===== config.mk =====
export PLATFORM = sky130hd
export DESIGN_NAME = dram_ctrl
export DESIGN_NICKNAME = d
export VERILOG_FILES = /design/src/rtl/dram_ctrl.sv
export SDC_FILE = /design/constraint.sdc
export NUM_CORES = 1
export LEC_CHECK = 0
export CAP_MARGIN = 20
export CORE_AREA = 4 4 57 72
export CTS_CLUSTER_DIAMETER = 60
export DETAILED_ROUTE_END_ITERATION = 6
export DIE_AREA = 0 0 61 76
export DONT_BUFFER_PORTS = 1
export PLACE_DENSITY = 0.74
export RECOVER_POWER = 50
export SLEW_MARGIN = 20
export SYNTH_ARGS = -nofsm -noshare
export SYNTH_HDL_FRONTEND = slang
export SYNTH_SLANG_ARGS = --single-unit

===== constraint.sdc =====
create_clock -name clk -period 3.8 [get_ports clk]
set_input_delay 0.76 -clock clk [delete_from_list [all_inputs] [get_ports clk]]
set_output_delay 0.76 -clock clk [all_outputs]
set_load 0.02 [all_outputs]

===== src/rtl/dram_ctrl.sv =====
// dram_ctrl: host valid/ready requests to one sync-DRAM port with internally scheduled refresh; read data returns 2 edges after accept.
// req_ready is low while a transaction or refresh is in progress or pending; DRAM_CTRL_STATS_EN adds a saturating refresh_cnt output.
module dram_ctrl #(
   parameter int ADDR_W           = 4,
   parameter int DATA_W           = 16,
   parameter int REFRESH_INTERVAL = 64,
   parameter int REFRESH_CYCLES   = 2
) (
   input  logic              clk,
   input  logic              rst,
   input  logic              req_valid,
   output logic              req_ready,
   input  logic              req_we,
   input  logic [ADDR_W-1:0] req_addr,
   input  logic [DATA_W-1:0] req_wdata,
   output logic              rsp_valid,
   output logic [DATA_W-1:0] rsp_rdata,
   output logic              mem_we,
   output logic              mem_en,
   output logic [ADDR_W-1:0] mem_addr,
   output logic [DATA_W-1:0] mem_wdata,
   input  logic [DATA_W-1:0] mem_rdata,
   output logic              mem_refresh,
   output logic              refresh_overrun
`ifdef DRAM_CTRL_STATS_EN
   ,
   output logic [15:0]       refresh_cnt
`endif
);

   localparam int TMR_W = (REFRESH_INTERVAL > 1) ? $clog2(REFRESH_INTERVAL) : 1;
   localparam int RC_W  = $clog2(REFRESH_CYCLES + 1);
   localparam logic [TMR_W-1:0] TMR_RELOAD = TMR_W'(REFRESH_INTERVAL - 1);
   localparam logic [RC_W-1:0]  RC_LOAD    = RC_W'(REFRESH_CYCLES - 1);

   typedef enum logic [1:0] {IDLE, CMD, RD_CAP, REFRESH} state_t;

   state_t              state_q, state_d;
   logic [TMR_W-1:0]    tmr_q, tmr_d;
   logic [RC_W-1:0]     rcnt_q, rcnt_d;
   logic                refresh_pending_q, refresh_pending_d;
   logic                overrun_q, overrun_d;
   logic                mem_we_q, mem_we_d;
   logic                mem_en_q, mem_en_d;
   logic [ADDR_W-1:0]   mem_addr_q, mem_addr_d;
   logic [DATA_W-1:0]   mem_wdata_q, mem_wdata_d;
   logic                mem_refresh_q, mem_refresh_d;
   logic                rsp_valid_q, rsp_valid_d;
   logic [DATA_W-1:0]   rsp_rdata_q, rsp_rdata_d;
   logic                tmr_tick;
   logic                refresh_enter;

   always_comb begin
      state_d           = state_q;
      rcnt_d            = rcnt_q;
      mem_we_d          = 1'b0;
      mem_en_d          = 1'b0;
      mem_addr_d        = mem_addr_q;
      mem_wdata_d       = mem_wdata_q;
      mem_refresh_d     = 1'b0;
      rsp_valid_d       = 1'b0;
      rsp_rdata_d       = rsp_rdata_q;
      refresh_enter     = 1'b0;
      tmr_tick          = (tmr_q == '0);
      tmr_d             = tmr_tick ? TMR_RELOAD : tmr_q - TMR_W'(1);

      case (state_q)
         IDLE: begin
            if (refresh_pending_q) begin
               refresh_enter = 1'b1;
               mem_refresh_d = 1'b1;
               rcnt_d        = RC_LOAD;
               state_d       = REFRESH;
            end else if (req_valid && req_ready) begin
               mem_addr_d  = req_addr;
               mem_wdata_d = req_wdata;
               mem_we_d    = req_we;
               mem_en_d    = !req_we;
               state_d     = CMD;
            end
         end
         CMD: begin
            state_d = mem_en_q ? RD_CAP : IDLE;
         end
         RD_CAP: begin
            rsp_valid_d = 1'b1;
            rsp_rdata_d = mem_rdata;
            state_d     = IDLE;
         end
         REFRESH: begin
            if (rcnt_q == '0) begin
               state_d = IDLE;
            end else begin
               rcnt_d        = rcnt_q - RC_W'(1);
               mem_refresh_d = 1'b1;
            end
         end
         default: state_d = IDLE;
      endcase

      // A new tick outranks the clear on entry; a tick while still pending is an overrun.
      refresh_pending_d = refresh_pending_q;
      if (refresh_enter) refresh_pending_d = 1'b0;
      if (tmr_tick)      refresh_pending_d = 1'b1;
      overrun_d = overrun_q | (tmr_tick & refresh_pending_q);
   end

   always_ff @(posedge clk) begin
      if (rst) begin
         state_q           <= IDLE;
         tmr_q             <= TMR_RELOAD;
         rcnt_q            <= '0;
         refresh_pending_q <= 1'b0;
         overrun_q         <= 1'b0;
         mem_we_q          <= 1'b0;
         mem_en_q          <= 1'b0;
         mem_addr_q        <= '0;
         mem_wdata_q       <= '0;
         mem_refresh_q     <= 1'b0;
         rsp_valid_q       <= 1'b0;
         rsp_rdata_q       <= '0;
      end else begin
         state_q           <= state_d;
         tmr_q             <= tmr_d;
         rcnt_q            <= rcnt_d;
         refresh_pending_q <= refresh_pending_d;
         overrun_q         <= overrun_d;
         mem_we_q          <= mem_we_d;
         mem_en_q          <= mem_en_d;
         mem_addr_q        <= mem_addr_d;
         mem_wdata_q       <= mem_wdata_d;
         mem_refresh_q     <= mem_refresh_d;
         rsp_valid_q       <= rsp_valid_d;
         rsp_rdata_q       <= rsp_rdata_d;
      end
   end

`ifdef DRAM_CTRL_STATS_EN
   logic [15:0] refresh_cnt_q, refresh_cnt_d;

   always_comb begin
      refresh_cnt_d = refresh_cnt_q;
      if (refresh_enter && refresh_cnt_q != 16'hFFFF) refresh_cnt_d = refresh_cnt_q + 16'd1;
   end

   always_ff @(posedge clk) begin
      if (rst) refresh_cnt_q <= 16'd0;
      else     refresh_cnt_q <= refresh_cnt_d;
   end

   assign refresh_cnt = refresh_cnt_q;
`endif

   assign req_ready       = (state_q == IDLE) && !refresh_pending_q;
   assign rsp_valid       = rsp_valid_q;
   assign rsp_rdata       = rsp_rdata_q;
   assign mem_we          = mem_we_q;
   assign mem_en          = mem_en_q;
   assign mem_addr        = mem_addr_q;
   assign mem_wdata       = mem_wdata_q;
   assign mem_refresh     = mem_refresh_q;
   assign refresh_overrun = overrun_q;

endmodule


==> summary.md <==
| Metric | Value |
|---|---|
| Placed cells | `250` |
| Antenna viol nets, final | `0` |
| Filler Cell Count | `289` |
| Largest net degree at the start of global routing | `51` |
| Clock skew | `0.00650 ns` |
| Routability cong. | `0.786` |
| CTS tree | `built` |
| Antenna diode count | `0` |
| Pwr Density | `562 mW/mm²` |
| Detailed Place HPWL | `2.82 mm` |
| Post-synthesis cell type count | `31` |
| Final Slew Violations | `0` |
| Die Ht | `76 µm` |
| Peak supply drop | `408 µV` |
| Worst-margin pin slew | `0.912 ns` |
| CP endpoint kind | `primary output` |
| Outcome | `complete, no violations` |
| Max clock buf depth | `2` |
| Required time worst endpoint | `3.04 ns` |
| DR vias | `1450` |
| Num ports | `82` |
| All-layer global routing usage | `17.4%` |
| Routed wire per std cell | `14.8 µm` |
| Setup Fix Bufs, Post-CTS | `0` |
| Max-cap check violation count | `0` |
| PostCTS Resize Cnt | `0` |
| Total wire length | `3.82 mm` |
| Final non-filler cell total | `258` |
| Worst Hold Slack | `0.404 ns` |
| Busiest layer in global routing | `met2` |
| Startpoint Class | `flop` |
| # hold bufs at CTS | `0` |
| YS warnings | `0` |
| Data arrival, critical path | `1.68 ns` |
| Die X-Extent | `61 µm` |
| Kind of critical path | `reg -> out` |
| First-pass GRT wire length | `6.36 mm` |
| Synthesized flop and latch total | `52` |
| Setup violators final | `0` |
| Commonest non-fill, non-tap cell in the layout | `dfxtp_1` |
| Initial antenna violation count | `0` |
| Cell Rows | `24` |
| Post-synthesis sequential area ratio | `51.9%` |
| Post-Syn Nets | `270` |
| RSZ-0062 raised after global routing | `no` |
| Avg Cell Area, Syn | `9.03 µm²` |
| Worst-path clk slew | `0.08 ns` |
| Synthesis-to-layout area growth | `6.18%` |
| Hold Path Class | `reg -> reg` |
| DRC | `0` |
| Fin nets | `266` |
| DR iter-0 viols | `90` |
| Final Hold Fails | `0` |
| TritonCTS Sinks | `52` |
| Share of layout cells above drive strength 1 | `4.11%` |
| P_leak | `0.812 nW` |
| Max Freq | `410 MHz` |
| Seq. cell area | `0.00104 mm²` |
| Num CTS Buffers | `5` |
| CP Max Fanout | `7` |
| Die ar. | `0.00464 mm²` |
| Multi-input gate area | `887 µm²` |
| Pre-antenna DRT Iters | `4` |
| Final period util | `64.2%` |
| Area of the core | `0.00342 mm²` |
| H-tree Lvls | `2` |
| Mapped Cells | `222` |
| Via-per-instance ratio | `5.62` |
| Setup TNS | `0 ns` |
| Met3 Usage GRT | `6.95%` |
| Slew margin rel. | `39.2%` |
| M2 GR Usage | `30.1%` |
| Initial core utilization | `58.6%` |
| Vias in the first global route | `1469` |
| Post-Synthesis Cell Area | `0.00200 mm²` |
| Met1 Resource Use GR | `19.0%` |
| Final Critical Period | `2.44 ns` |
| Root buffer cell | `clkbuf_8` |
| Worst-Skew Late Latency | `0.30 ns` |
| Port Buf Inserts | `0` |
| GRT overflow | `0` |
| Post-route setup slack | `1.36 ns` |
| DP Worst Slack | `1.68 ns` |
| Commonest cells after routing, fill and taps aside | `dfxtp_1, nand2_1, a21oi_1` |
-- synthesized netlist by cell type --
cell type	number	area, µm²
dfxtp_1	52	1040
inv_1	8	30.0
a221oi_1	1	8.76
nor3b_1	3	22.5
o31ai_1	1	7.51
nor3_1	2	10.0
mux2i_1	17	170
or4_1	1	7.51
a221o_1	1	10.0
nand3b_1	2	15.0
and3_1	1	6.26
xnor2_1	1	8.76
nor2_1	22	82.6
o21ai_0	3	15.0
a41oi_1	1	8.76
nand3_1	1	5.00
o21bai_1	1	7.51
ha_1	8	100
clkbuf_1	5	18.8
nand2_1	46	173
or3_4	1	11.3
nand2b_1	4	25.0
xor2_1	1	8.76
a32oi_1	1	8.76
nor2b_1	4	25.0
buf_1	2	7.51
o311ai_0	1	8.76
buf_2	4	20.0
a21oi_1	24	120
and3b_1	1	8.76
a31oi_1	2	12.5
-- kinds of logic after synthesis --
logic type / after synthesis / share of synthesized area, %
fa+ha+maj: 8 / 4.99
xor+xnor: 2 / 0.874
mux: 17 / 8.49
buf+inv: 19 / 3.81
flops: 52 / 51.9
simple gates: 88 / 19.5
compound gates: 36 / 10.4
-- worst paths after layout --
path	startpoint	end	slack [ns]	cells after the start
setup reg to reg	state_q[1]	rcnt_q[0]	1.87	5
setup / recovery	state_q[1]	req_ready	1.36	3
hold reg to reg	tmr_q[0]	tmr_q[0]	0.40	1
hold / removal	tmr_q[0]	tmr_q[0]	0.40	1
-- worst max-delay path, stage by stage, from the launching register on --
cell	delay, ns
dfxtp_1	0.35
inv_1	0.13
ha_1	0.30
nor2b_1	0.62
-- area by class of cell --
type	count	share of cell area (%)
Sequential cell	52	48.9
Multi-Input combinational cell	151	41.7
Clock buffer	6	3.88
Tap cell	39	2.29
Clock inverter	2	1.82
Inverter	8	1.41
-- registers in the layout, summed over array words and instances (netlist names), 2 cells and up --
signal	cells
tmr_q	6
state_q	2
rsp_rdata	16
rcnt_q	2
mem_wdata	16
mem_addr	4
-- stage by stage --
step	instance area [µm²]	utilization [%]	total power, mW
final	2130	62.2	1.20
after global routing	2130	62.2	1.27
after CTS	2130	62.2	1.21
after detailed placement	2010	58.6	0.827
after global placement	2010	58.6	0.815
after floorplan	2000	-	0.803
-- layer usage --
layer | part of all wire (%) | vias up | wire [µm]
met5 | 0 | - | 0
met4 | 0.94 | 0 | 36
met3 | 12 | 4 | 445
met2 | 51 | 64 | 1950
met1 | 36 | 660 | 1390
li1 | - | 722 | -
-- where the power goes --
part	total (mW)	switching, mW	internal (mW)
logic	0.152	0.0908	0.0617
registers	0.659	0.0709	0.588
clock network	0.385	0.170	0.215
total	1.20	0.331	0.865
Note: power is estimated with default switching activity, not from simulation.
